## config.mk

```make
export PLATFORM = sky130hd
export DESIGN_NAME = fetch_stage
export DESIGN_NICKNAME = d
export VERILOG_FILES = /design/src/rtl/fetch_stage.sv
export SDC_FILE = /design/constraint.sdc
export NUM_CORES = 1
export LEC_CHECK = 0
export CAP_MARGIN = 20
export CORE_AREA = 2 2 46 91
export DETAILED_ROUTE_END_ITERATION = 6
export DIE_AREA = 0 0 48 93
export GPL_TIMING_DRIVEN = 1
export PLACE_DENSITY = 0.82
export SLEW_MARGIN = 15
export SYNTH_ARGS = -nofsm -noshare
export SYNTH_HDL_FRONTEND = slang
export SYNTH_SLANG_ARGS = --single-unit
```

## constraint.sdc

```tcl
create_clock -name clk -period 3.5 [get_ports clk]
set_clock_uncertainty 0.1 [all_clocks]
set_input_delay 0.7 -clock clk [delete_from_list [all_inputs] [get_ports clk]]
set_output_delay 0.7 -clock clk [all_outputs]
set_load 0.01 [all_outputs]
```

## src/rtl/fetch_stage.sv

```systemverilog
// Instruction fetch stage: tags imem fetches, loads the IR with a valid bit, kills wrong-path words on flush.
// Optional performance counters are built only when FETCH_PERF_EN is defined.
module fetch_stage #(
  parameter int             D          = 10,
  parameter int             W          = 9,
  parameter logic [W-1:0]   HALT_INSTR = 9'h1FF
) (
  input  logic         clk,
  input  logic         reset,
  input  logic         start,
  input  logic [D-1:0] pc_in,
  input  logic [W-1:0] imem_data,
  input  logic         flush,
  output logic [W-1:0] ir,
  output logic [D-1:0] ir_pc,
  output logic         ir_valid,
  output logic [2:0]   opcode,
  output logic         busy,
  output logic         done,
  output logic [15:0]  perf_fetched,
  output logic [15:0]  perf_bubbles
);

  typedef enum logic [1:0] {
    IDLE,
    RUN,
    DONE
  } state_t;

  // What this edge does to the fetch pipeline, resolved in priority order.
  typedef enum logic [2:0] {
    ACT_HOLD,
    ACT_START,
    ACT_HALT,
    ACT_FLUSH,
    ACT_FETCH
  } act_t;

  state_t       state;
  state_t       state_next;
  act_t         act;
  logic         fv1;
  logic [D-1:0] fpc1;
  logic         halt_seen;

  assign halt_seen = ir_valid && (ir == HALT_INSTR);

  // ---------------------------------------------------------------------------
  // Run/halt FSM
  // ---------------------------------------------------------------------------
  always_ff @(posedge clk) begin
    // NOTE: sequential state uses non-blocking assignments so every flop
    // samples the pre-edge value of every other flop, independent of order.
    if (reset) begin
      state <= IDLE;
    end else begin
      state <= state_next;
    end
  end

  always_comb begin
    // NOTE: defaults first, so no path through this block leaves a signal
    // unassigned and infers a latch.
    state_next = state;
    act        = ACT_HOLD;
    if (start) begin
      state_next = RUN;
      act        = ACT_START;
    end else if (state == RUN) begin
      if (halt_seen) begin
        state_next = DONE;
        act        = ACT_HALT;
      end else if (flush) begin
        act = ACT_FLUSH;
      end else begin
        act = ACT_FETCH;
      end
    end
  end

  // ---------------------------------------------------------------------------
  // Fetch pipeline: fetch tag (fv1/fpc1) then instruction register
  // ---------------------------------------------------------------------------
  always_ff @(posedge clk) begin
    if (reset) begin
      fv1      <= 1'b0;
      fpc1     <= '0;
      ir       <= '0;
      ir_pc    <= '0;
      ir_valid <= 1'b0;
    end else begin
      if ((act == ACT_FETCH) || (act == ACT_FLUSH)) begin
        // On flush the data still moves but both stages are marked dead.
        fpc1     <= pc_in;
        ir       <= imem_data;
        ir_pc    <= fpc1;
        fv1      <= (act == ACT_FETCH);
        ir_valid <= (act == ACT_FETCH) && fv1;
      end else begin
        // Start, halt and the idle states all kill anything in flight.
        fv1      <= 1'b0;
        ir_valid <= 1'b0;
      end
    end
  end

  assign opcode = ir[W-1:W-3];
  assign busy   = (state == RUN);
  assign done   = (state == DONE);

  // ---------------------------------------------------------------------------
  // Performance counters
  // ---------------------------------------------------------------------------
`ifdef FETCH_PERF_EN
  logic [15:0] fetched_q;
  logic [15:0] bubbles_q;
  logic        fetched_inc;
  logic        bubble_inc;

  assign fetched_inc = (act == ACT_FETCH) && fv1;
  // Any non-start edge spent in RUN without a valid IR is a bubble.
  assign bubble_inc  = ((act == ACT_FETCH) || (act == ACT_FLUSH)) && !ir_valid;

  always_ff @(posedge clk) begin
    if (reset || (act == ACT_START)) begin
      fetched_q <= '0;
      bubbles_q <= '0;
    end else begin
      if (fetched_inc && (fetched_q != 16'hFFFF)) begin
        fetched_q <= fetched_q + 16'd1;
      end
      if (bubble_inc && (bubbles_q != 16'hFFFF)) begin
        bubbles_q <= bubbles_q + 16'd1;
      end
    end
  end

  assign perf_fetched = fetched_q;
  assign perf_bubbles = bubbles_q;
`else
  assign perf_fetched = 16'h0000;
  assign perf_bubbles = 16'h0000;
`endif

endmodule

```

After elaboration in Yosys (flattened, before gate mapping):

Index checks and enable logic that the tools add are counted.

* register bits after elaboration: 33
* output and inout port bits: 57
* logic and storage cells: 29

* equal/unequal tests: 5
* muxes and demuxes: 7
* bitwise logic cells: 1
* reductions and logical operators: 9

Operators by type and width (count)
* 3-bit two-way mux: 4
* 9-bit == test, second input constant: 1
* 2-bit AND reduction: 2
* 2-bit nonzero test: 2
* 2-bit OR reduction: 2
* 3-bit by 2-bit == test with 1-bit output, second input constant: 1
* 3-bit == test, second input constant: 1
* 1-bit two-way mux: 3
* 2-bit by 1-bit == test with 1-bit output, second input constant: 1
* 2-bit == test, second input constant: 1
* 1-bit logical AND: 2
* 1-bit logical OR: 1
* 1-bit NOT: 1

Depth between registers and ports, before layout:

Gate-level depths: netlist of run 1.

* depth in word-level cells: 9
* depth in mapped cells: 6
* depth with buffers taken out: 4

Least setup slack after synthesis of run 1:

No wires, ideal clock.

* kind: input port to flip-flop
* from: input start
* to: register fpc1[0]
* arrival time: 1.544 ns
* data required time: 3.330 ns
* path slack: 1.786 ns
* cell stages on the path: 5
* path buffers: 2
* path through: nor3b_2 -> buf_2 -> buf_4 -> nand3_1 -> a21oi_1

* longest elaborated chain between the ends: 3

RTL lines
* from (decl): line 10 `input logic start,`
* 3-bit two-way mux (*): line 66 `if (start) begin`
* 3-bit == test / 3-bit by 2-bit == test with 1-bit output (equally long branches): line 92 `if ((act == ACT_FETCH) || (act == ACT_FLUSH)) begin`
* 1-bit logical OR (*): line 92
* to (signal assigned): line 94 `fpc1 <= pc_in;`
* to (decl): line 43 `logic [D-1:0] fpc1;`

Every way passes the cells marked *; elsewhere a longest branch is shown, timed or not.
A chain may end at the register's enable or synchronous reset.

Final worst setup path of run 1:

* from: register state[0]
* to: output busy

* longest elaborated chain between the ends: 1

RTL lines
* from (decl): line 39 `state_t state;`
* from (signal assigned): line 57 `state <= state_next;`
* 2-bit by 1-bit == test with 1-bit output: line 108 `assign busy = (state == RUN);`
* to (decl): line 18 `output logic busy,`

No other way between the ends.

==> results.yml, run 1 <==
finish:
  layout.area.seq_sq_um: 661
  antennaDiodeCount: 0
  layout.filler_cells: 388
  final_common_cell: "sky130_fd_sc_hd__clkdlybuf4s50_1"
  layout_common_cells: "sky130_fd_sc_hd__clkdlybuf4s50_1, sky130_fd_sc_hd__dfxtp_1, sky130_fd_sc_hd__nand2_1, sky130_fd_sc_hd__conb_1, sky130_fd_sc_hd__a21oi_1"
  post_route_cells_drive_above_1_share: 0.0575
  multi_input_area_sq_um: 666
  layout.nets: 248
  area.growth.synth_to_final_pct: 27.8
  finish.cell_count_without_fillers: 277
  postLayoutCoreUtil: 0.514
place:
  gp_routability_congestion: 0.687
  port_buffers: 47
  dp_hpwl_microns: 2270
  post-place-cells: 269
route:
  viasPerCell: 4.54
  wl_microns: 3130
  dr_total_vias: 1257
  drt-pass1-iter-count: 4
  route.met2.wl_microns: 1680
  count_of_unresolved_drc_violations_after_routing: 0
  drt_iter0_drc: 21
  ant_nets: 0
  detail_route_met3_wl_microns: 234
  drt-wirelength-per-cell_microns: 11.3
  routed.top_layer: "met4"
  detail_route.wirelength.met1_microns: 1160
power:
  combinationalPowerShare: 0.132
  p_leak_nw: 0.711
  p_clk_frac: 0.349
  vdd_ir_drop_max_mv: 0.306
  design_power_total_uw: 763
  p_sw_uw: 186
  seqPwrFrac: 0.519
  switching_share: 0.244
  pwr_density_cell_mw_per_mm2: 390
  intPower_uw: 577
status:
  outcome: "finished, final reports clean"
clocking:
  numCtsBuffers: 5
  clk_pin_slew_ns: 0.06
  post_cts_hold_buffer_count: 0
  clock_tree.htree_level_count: 2
  cts_tree: "yes"
  clkLatencyLatePin_ns: 0.28
  post_cts.resized_instances: 0
  cts_sinks: 33
  post_cts.repair.setup_buffers: 0
  cts_root_buffer: "sky130_fd_sc_hd__clkbuf_8"
  cts.path.max_buffers: 2
worst_setup_path:
  r2r_setup_slack_ns: 1.58
  crit_path_cell_trace: "nor2b_1 -> clkdlybuf4s50_1"
  timing.critical_path.fanout_max: 5
  critical_path.slowest_cell: "sky130_fd_sc_hd__clkdlybuf4s50_1"
  cp_slowest_stage_delay_ns: 0.58
  critPathRequiredTime_ns: 2.70
  critical_path_arrival_ns: 1.46
  cp-end-kind: "output pin"
  worstSetupStartpointType: "register"
  criticalPathCategory: "reg2out"
synthesis:
  postSynthCellCount: 184
  synth_seq_area_share: 0.432
  yosysUniqueCellTypes: 22
  syn_area_sq_mm: 0.00153
  netlist_top_cells_area: "sky130_fd_sc_hd__dfxtp_1, sky130_fd_sc_hd__buf_4, sky130_fd_sc_hd__a21oi_1"
  synth_seq_cells: 33
  postSynthAreaPerCell_sq_um: 8.32
  synth_warnings: 0
  netlist.area_leader.share: 0.432
  synth_top_area_cell: "sky130_fd_sc_hd__dfxtp_1"
floorplanning:
  die_w_microns: 48
  io_pins: 80
  core_region_area_sq_mm: 0.00380
  floorplan.die_area_sq_mm: 0.00446
  fp-row-count: 32
  floorplan.initialDensity: 0.402
  die_y_microns: 93
grt:
  first_global_vias: 1073
  grt_first_pass_wirelength_microns: 4780
  grt_max_degree: 30
  grt_resource_usage_total: 0.151
  number_of_antenna_violations_at_the_first_check_in_global_routing: 0
  overflow: 0
timing:
  achievable-frequency_mhz: 442
  finalSetupViolCount: 0
  post-route-period-util: 0.646
  report.final.slew_viol_count: 0
  period_needed_ns: 2.26
  rsz0062_at_grt: "false"
  worst_pin_slew_ns: 0.881
  max-slew-margin-rel: 0.412
  tns_setup_ns: 0
  number_of_hold_slack_violations_in_the_final_timing_report: 0
flow_run:
  max_cap_viol_count: 0
hold_path:
  hp-class: "reg2reg"
critical path: cells and delay by family (launching register included):
family                 cells  cell delay, ns
DFF                        1            0.39
and+or+nand+nor            1            0.21
buffers and inverters      1            0.58
cell usage after synthesis, drive strengths merged:
| cell | count |
|---|---|
| a211oi | 3 |
| a21oi | 24 |
| a31oi | 4 |
| and2 | 1 |
| buf | 41 |
| clkbuf | 5 |
| conb | 1 |
| dfxtp | 33 |
| nand2 | 32 |
| nand2b | 1 |
| nand3 | 23 |
| nand4 | 2 |
| nor2 | 6 |
| nor2b | 2 |
| nor3 | 3 |
| nor3b | 1 |
| o31ai | 1 |
| or3 | 1 |
power by group through the flow:
stage / combinational, mW / clock [mW] / sequential [mW]
4_1_cts: 0.101 / 0.273 / 0.396
3_5_place_dp: 0.100 / 0 / 0.404
3_3_place_gp: 0.0991 / 0 / 0.404
2_1_floorplan: 0.0767 / 0 / 0.405
5_1_grt: 0.111 / 0.295 / 0.397
6_report: 0.100 / 0.266 / 0.396
state kept, by name, summed over array words and instances (netlist names):
register and cells:
state 2, ir 9, ir_valid 1, ir_pc 10
fv1 1, fpc1 10
metrics by stage:
stage	hold WS (ns)	area, sq um	worst slack [ns]
floorplan	0.306	1650	1.79
detailed placement	0.322	1880	1.20
finish	0.336	1960	1.24
global placement	0.318	1880	1.25
CTS	0.340	1960	1.23
global route	0.361	1960	1.14
path summary, 6_finish.rpt:
path / from / cells after the start / endpoint
worst max register to register: ir[8]$_SDFFE_PP0P_ / 4 / ir_valid$_SDFF_PP0_
worst min-delay path: fv1$_SDFF_PP0_ / 1 / ir_valid$_SDFF_PP0_
worst min register to register: fv1$_SDFF_PP0_ / 1 / ir_valid$_SDFF_PP0_
worst max-delay path: state[0]$_SDFFE_PP0P_ / 2 / busy
kinds of logic after synthesis:
logic type             Yosys count  synth area share
AOI/OAI and AO/OA               32             0.130
other                            1           0.00245
buffers and inverters           46             0.213
DFF                             33             0.432
and+or+nand+nor                 72             0.222
metal layers:
layer,vias to the layer above,global-route usage
met1,564,0.170
li1,629,-
met4,0,0.0676
met5,-,0
met3,5,0.0579
met2,59,0.240
layout make-up:
class,count,share of cell area
clock buffer,8,0.0409
multi-input combinational,136,0.340
sequential,33,0.338
tap,51,0.0326
timing repair buffer,49,0.248
(Power assumes the default switching activity.)
==> run 2, diff against run 1 <==
CORE_AREA = 2 2 48 94   (was 2 2 46 91)
DIE_AREA = 0 0 50 96   (was 0 0 48 93)
PLACE_DENSITY = 0.77   (was 0.82)
clock period = 2.2 ns   (was 3.5 ns; I/O delays follow)
==> run 2 against run 1 <==
  * Clock-buffer cell count fell by 1
  * Largest cell class unchanged
  * Critical path depth unchanged
  * Wire length shrank 1.2%
  * Critical endpoint unchanged
  * Flip-flop and latch count unchanged
  * Final cell count rose by 1.1%
  * Via count is 0.48% higher
  * Register-to-register slack got worse by 0.97 ns
  * Hold slack better by 0.0061 ns
==> results.yml, run 2 (synthesis results as in run 1) <==
status:
  outcome: "finished, final reports clean"
floorplanning:
  io_pins: 80
  core_region_area_sq_mm: 0.00409
  fp-row-count: 33
  floorplan.initialDensity: 0.374
  die_y_microns: 96
  floorplan.die_area_sq_mm: 0.00480
  die_w_microns: 50
finish:
  area.growth.synth_to_final_pct: 30.3
  post_route_cells_drive_above_1_share: 0.0789
  antennaDiodeCount: 0
  layout_common_cells: "sky130_fd_sc_hd__clkdlybuf4s50_1, sky130_fd_sc_hd__dfxtp_1, sky130_fd_sc_hd__nand2_1, sky130_fd_sc_hd__conb_1, sky130_fd_sc_hd__a21oi_1"
  layout.filler_cells: 412
  final_common_cell: "sky130_fd_sc_hd__clkdlybuf4s50_1"
  layout.nets: 250
  reg_top3: "fpc1: 10 flops, ir_pc: 10 flops, ir: 9 flops"
power:
  vdd_ir_drop_max_mv: 0.445
  pwr_density_cell_mw_per_mm2: 640
  design_power_total_mw: 1.28
  p_leak_nw: 0.735
clocking:
  cts_root_buffer: "sky130_fd_sc_hd__clkbuf_8"
  post_cts.resized_instances: 0
  clkLatencyLatePin_ns: 0.28
  numCtsBuffers: 5
  cts_sinks: 33
  clk_pin_slew_ns: 0.06
  cts.path.max_buffers: 2
  post_cts.repair.setup_buffers: 0
  post_cts_hold_buffer_count: 0
  clock_tree.htree_level_count: 2
  cts_tree: "yes"
place:
  gp_routability_congestion: 0.685
  place_worst_setup_slack_ns: 0.188
  dp_hpwl_microns: 2270
  port_buffers: 47
grt:
  first_global_vias: 1188
  grt_first_pass_wirelength_microns: 5040
  grt_max_degree: 32
  overflow: 0
  number_of_antenna_violations_at_the_first_check_in_global_routing: 0
  grt_resource_usage_total: 0.139
timing:
  tns_setup_ns: 0
  hold_ws_ns: 0.342
  report.final.slew_viol_count: 0
  worst_slack_setup_final_ns: 0.238
  rsz0062_at_grt: "false"
  period_needed_ns: 1.96
  achievable-frequency_mhz: 510
  post-route-period-util: 0.892
  number_of_hold_slack_violations_in_the_final_timing_report: 0
  finalSetupViolCount: 0
worst_setup_path:
  worstSetupStartpointType: "register"
  critical_path.slowest_cell: "sky130_fd_sc_hd__clkdlybuf4s50_1"
  cp_slowest_stage_delay_ns: 0.56
  worstSetupStartpoint: "state[0]$_SDFFE_PP0P_"
  criticalPathCategory: "reg2out"
  critical_path.n_buffers_inverters: 1
  r2r_end: "ir[4]$_SDFFE_PP0P_"
  critPathRequiredTime_ns: 1.66
  critical_path_arrival_ns: 1.42
  crit_path_cell_trace: "nor2b_1 -> clkdlybuf4s50_1"
  worst_path_dominant_cell_family: "buffers and inverters"
  timing.rr.start: "ir[6]$_SDFFE_PP0P_"
  r2r_setup_slack_ns: 0.61
  cp-end-kind: "output pin"
  timing.critical_path.fanout_max: 5
  ff2ff_path_depth: 4
  setup.worst_path.end: "busy"
  worst-path-stages: 2
route:
  count_of_unresolved_drc_violations_after_routing: 0
  dr_total_vias: 1263
  drt_iter0_drc: 19
  viasPerCell: 4.51
  ant_nets: 0
  wl_microns: 3100
  drt-pass1-iter-count: 4
  drt-wirelength-per-cell_microns: 11.1
flow_run:
  max_cap_viol_count: 0
hold_path:
  hp-class: "reg2reg"
==> run 2: layout make-up <==
class                      count  area, sq um  area share
clock buffer                   7         96.3      0.0483
clock inverter                 1         5.00     0.00251
multi-input combinational    136          666       0.334
sequential                    33          661       0.331
tap                           52         65.1      0.0326
timing repair buffer          51          500       0.251
==> run 2: how the worst min path moves through the flow <==
stage / cells after the start / to / from / slack, ns
final: 1 / ir_valid$_SDFF_PP0_ / fv1$_SDFF_PP0_ / 0.34
after global routing: 1 / ir_valid$_SDFF_PP0_ / fv1$_SDFF_PP0_ / 0.35
after CTS: 1 / ir_valid$_SDFF_PP0_ / fv1$_SDFF_PP0_ / 0.35
after detailed placement: 1 / ir_valid$_SDFF_PP0_ / fv1$_SDFF_PP0_ / 0.33
after global placement: 1 / ir_valid$_SDFF_PP0_ / fv1$_SDFF_PP0_ / 0.32
after floorplan: 1 / ir_valid$_SDFF_PP0_ / fv1$_SDFF_PP0_ / 0.31
==> run 2: per-layer routing <==
layer  up-vias  part of all wire  GRT usage
met5         -                 0          0
met4         0             0.024     0.0833
met3         6             0.078     0.0404
met2        60              0.54      0.260
met1       563              0.36      0.129
li1        634                 -          -
==> run 2: through the flow <==
stage / instances / util / instance area, sq um
2_1_floorplan: 215 / - / 1650
3_3_place_gp: 272 / 0.463 / 1890
3_5_place_dp: 272 / 0.463 / 1890
4_1_cts: 280 / 0.488 / 1990
5_1_grt: 280 / 0.488 / 1990
6_report: 280 / 0.488 / 1990
==> run 2: power by group <==
part / internal, mW / switching (mW)
registers: 0.617 / 0.0134
logic: 0.0786 / 0.0822
clock network: 0.282 / 0.203
==> run 3, diff against run 2 <==
CORE_AREA = 2 2 54 56   (was 2 2 48 94)
DIE_AREA = 0 0 56 58   (was 0 0 50 96)
DONT_BUFFER_PORTS = 1   (was default)
PLACE_DENSITY = 0.73   (was 0.77)
==> run 3 against run 2 <==
  * Critical path depth grew 1
  * Power shrank 7.4%
  * Wire length shrank 10%
  * Hold slack lost 0.28 ns
  * Maximum frequency grew 16%
  * Final area shrank 26%
  * Largest power group unchanged
==> results.yml, run 3 (synthesis results as in run 1) <==
clocking:
  cts_root_buffer: "sky130_fd_sc_hd__clkbuf_4"
  numCtsBuffers: 5
  clkLatencyLatePin_ns: 0.32
  clock_tree.htree_level_count: 2
  cts.path.max_buffers: 2
  cts_sinks: 33
  post_cts.resized_instances: 0
  post_cts.repair.setup_buffers: 0
  post_cts_hold_buffer_count: 0
  clk_pin_slew_ns: 0.10
  cts_tree: "yes"
route:
  drt-pass1-iter-count: 4
  drt-wirelength-per-cell_microns: 13.2
  wl_microns: 2790
  drt_iter0_drc: 18
  count_of_unresolved_drc_violations_after_routing: 0
  viasPerCell: 5.30
  ant_nets: 0
  dr_total_vias: 1118
timing:
  tns_setup_ns: 0
  post-route-period-util: 0.768
  rsz0062_at_grt: "false"
  number_of_hold_slack_violations_in_the_final_timing_report: 0
  period_needed_ns: 1.69
  finalSetupViolCount: 0
  achievable-frequency_mhz: 592
  report.final.slew_viol_count: 0
flow_run:
  max_cap_viol_count: 0
finish:
  post_route_cells_drive_above_1_share: 0.0889
  layout.nets: 202
  antennaDiodeCount: 0
  reg_top3: "fpc1: 10 flops, ir_pc: 10 flops, ir: 9 flops"
  final_common_cell: "sky130_fd_sc_hd__dfxtp_1"
  layout_common_cells: "sky130_fd_sc_hd__dfxtp_1, sky130_fd_sc_hd__nand2_1, sky130_fd_sc_hd__conb_1"
  design_area_sq_mm: 0.00147
  area.growth.synth_to_final_pct: -3.76
floorplanning:
  floorplan.die_area_sq_mm: 0.00325
  floorplan.initialDensity: 0.575
  core_region_area_sq_mm: 0.00266
  die_y_microns: 58
  fp-row-count: 19
  io_pins: 80
  die_w_microns: 56
grt:
  busiest_layer: "met2"
  first_global_vias: 1027
  grt_max_degree: 33
  met2_track_utilization_from_global_routing: 0.279
  grt_resource_usage_total: 0.183
  overflow: 0
  grt_first_pass_wirelength_microns: 4620
  groute.layer.met1.usage: 0.223
  number_of_antenna_violations_at_the_first_check_in_global_routing: 0
  grt.met3_usage: 0.0826
power:
  pwr_density_cell_mw_per_mm2: 802
  p_leak_nw: 0.549
  vdd_ir_drop_max_mv: 0.467
place:
  dp_hpwl_microns: 1950
  placement.cell_area_sq_mm: 0.00139
  gp_routability_congestion: 0.672
  port_buffers: 0
worst_setup_path:
  critical_path_arrival_ns: 1.84
  criticalPathCategory: "reg2reg"
  worstSetupStartpointType: "register"
  cp-end-kind: "register"
  critPathRequiredTime_ns: 2.35
  timing.critical_path.fanout_max: 29
hold_path:
  hp-class: "in2reg"
status:
  outcome: "finished, final reports clean"
run 3: per-layer routing:
metal	routed length, microns	share of wire	up-vias
li1	-	-	536
met1	1170	0.42	516
met2	1260	0.45	60
met3	305	0.11	6
met4	53	0.019	0
met5	0	0	-
run 3: cell type report:
type	count	area [sq um]
fill	258	1190
multi-input combinational	136	666
sequential	33	661
clock buffer	7	55.1
tap	31	38.8
clock inverter	1	30.0
timing repair buffer	3	22.5
run 3: path summary, 6_finish.rpt:
check	from	to	slack, ns	depth (start not counted)
max reg2reg	ir[6]$_SDFFE_PP0P_	ir[8]$_SDFFE_PP0P_	0.51	3
min	reset	ir[3]$_SDFFE_PP0P_	0.06	1
min reg2reg	fv1$_SDFF_PP0_	ir_valid$_SDFF_PP0_	0.35	1
max	ir[6]$_SDFFE_PP0P_	ir[8]$_SDFFE_PP0P_	0.51	3
run 3: per-stage QoR:
| step | hold WS, ns | instances | setup slack [ns] | power [mW] | utilization |
|---|---|---|---|---|---|
| after global placement | 0.321 | 203 | 0.546 | 0.725 | 0.521 |
| after global routing | 0.0537 | 211 | 0.390 | 1.22 | 0.553 |
| after floorplan | 0.306 | 215 | 0.621 | 0.767 | - |
| after detailed placement | 0.324 | 203 | 0.510 | 0.729 | 0.521 |
| after CTS | 0.0516 | 211 | 0.496 | 1.19 | 0.553 |
| final | 0.0630 | 211 | 0.511 | 1.18 | 0.553 |
run 3: where the power goes:
| group | internal (mW) | switching, mW | leakage [nW] |
|---|---|---|---|
| Sequential | 0.616 | 0.0210 | 0.268 |
| Combinational | 0.0227 | 0.0560 | 0.236 |
| Clock | 0.271 | 0.194 | 0.0455 |
| Total | 0.910 | 0.271 | 0.549 |
run 3: critical path: stages, from the launching register on:
cell and delay (ns):
sky130_fd_sc_hd__dfxtp_1 0.50, sky130_fd_sc_hd__nand4_2 0.22, sky130_fd_sc_hd__or3_4 0.56, sky130_fd_sc_hd__a211oi_2 0.23
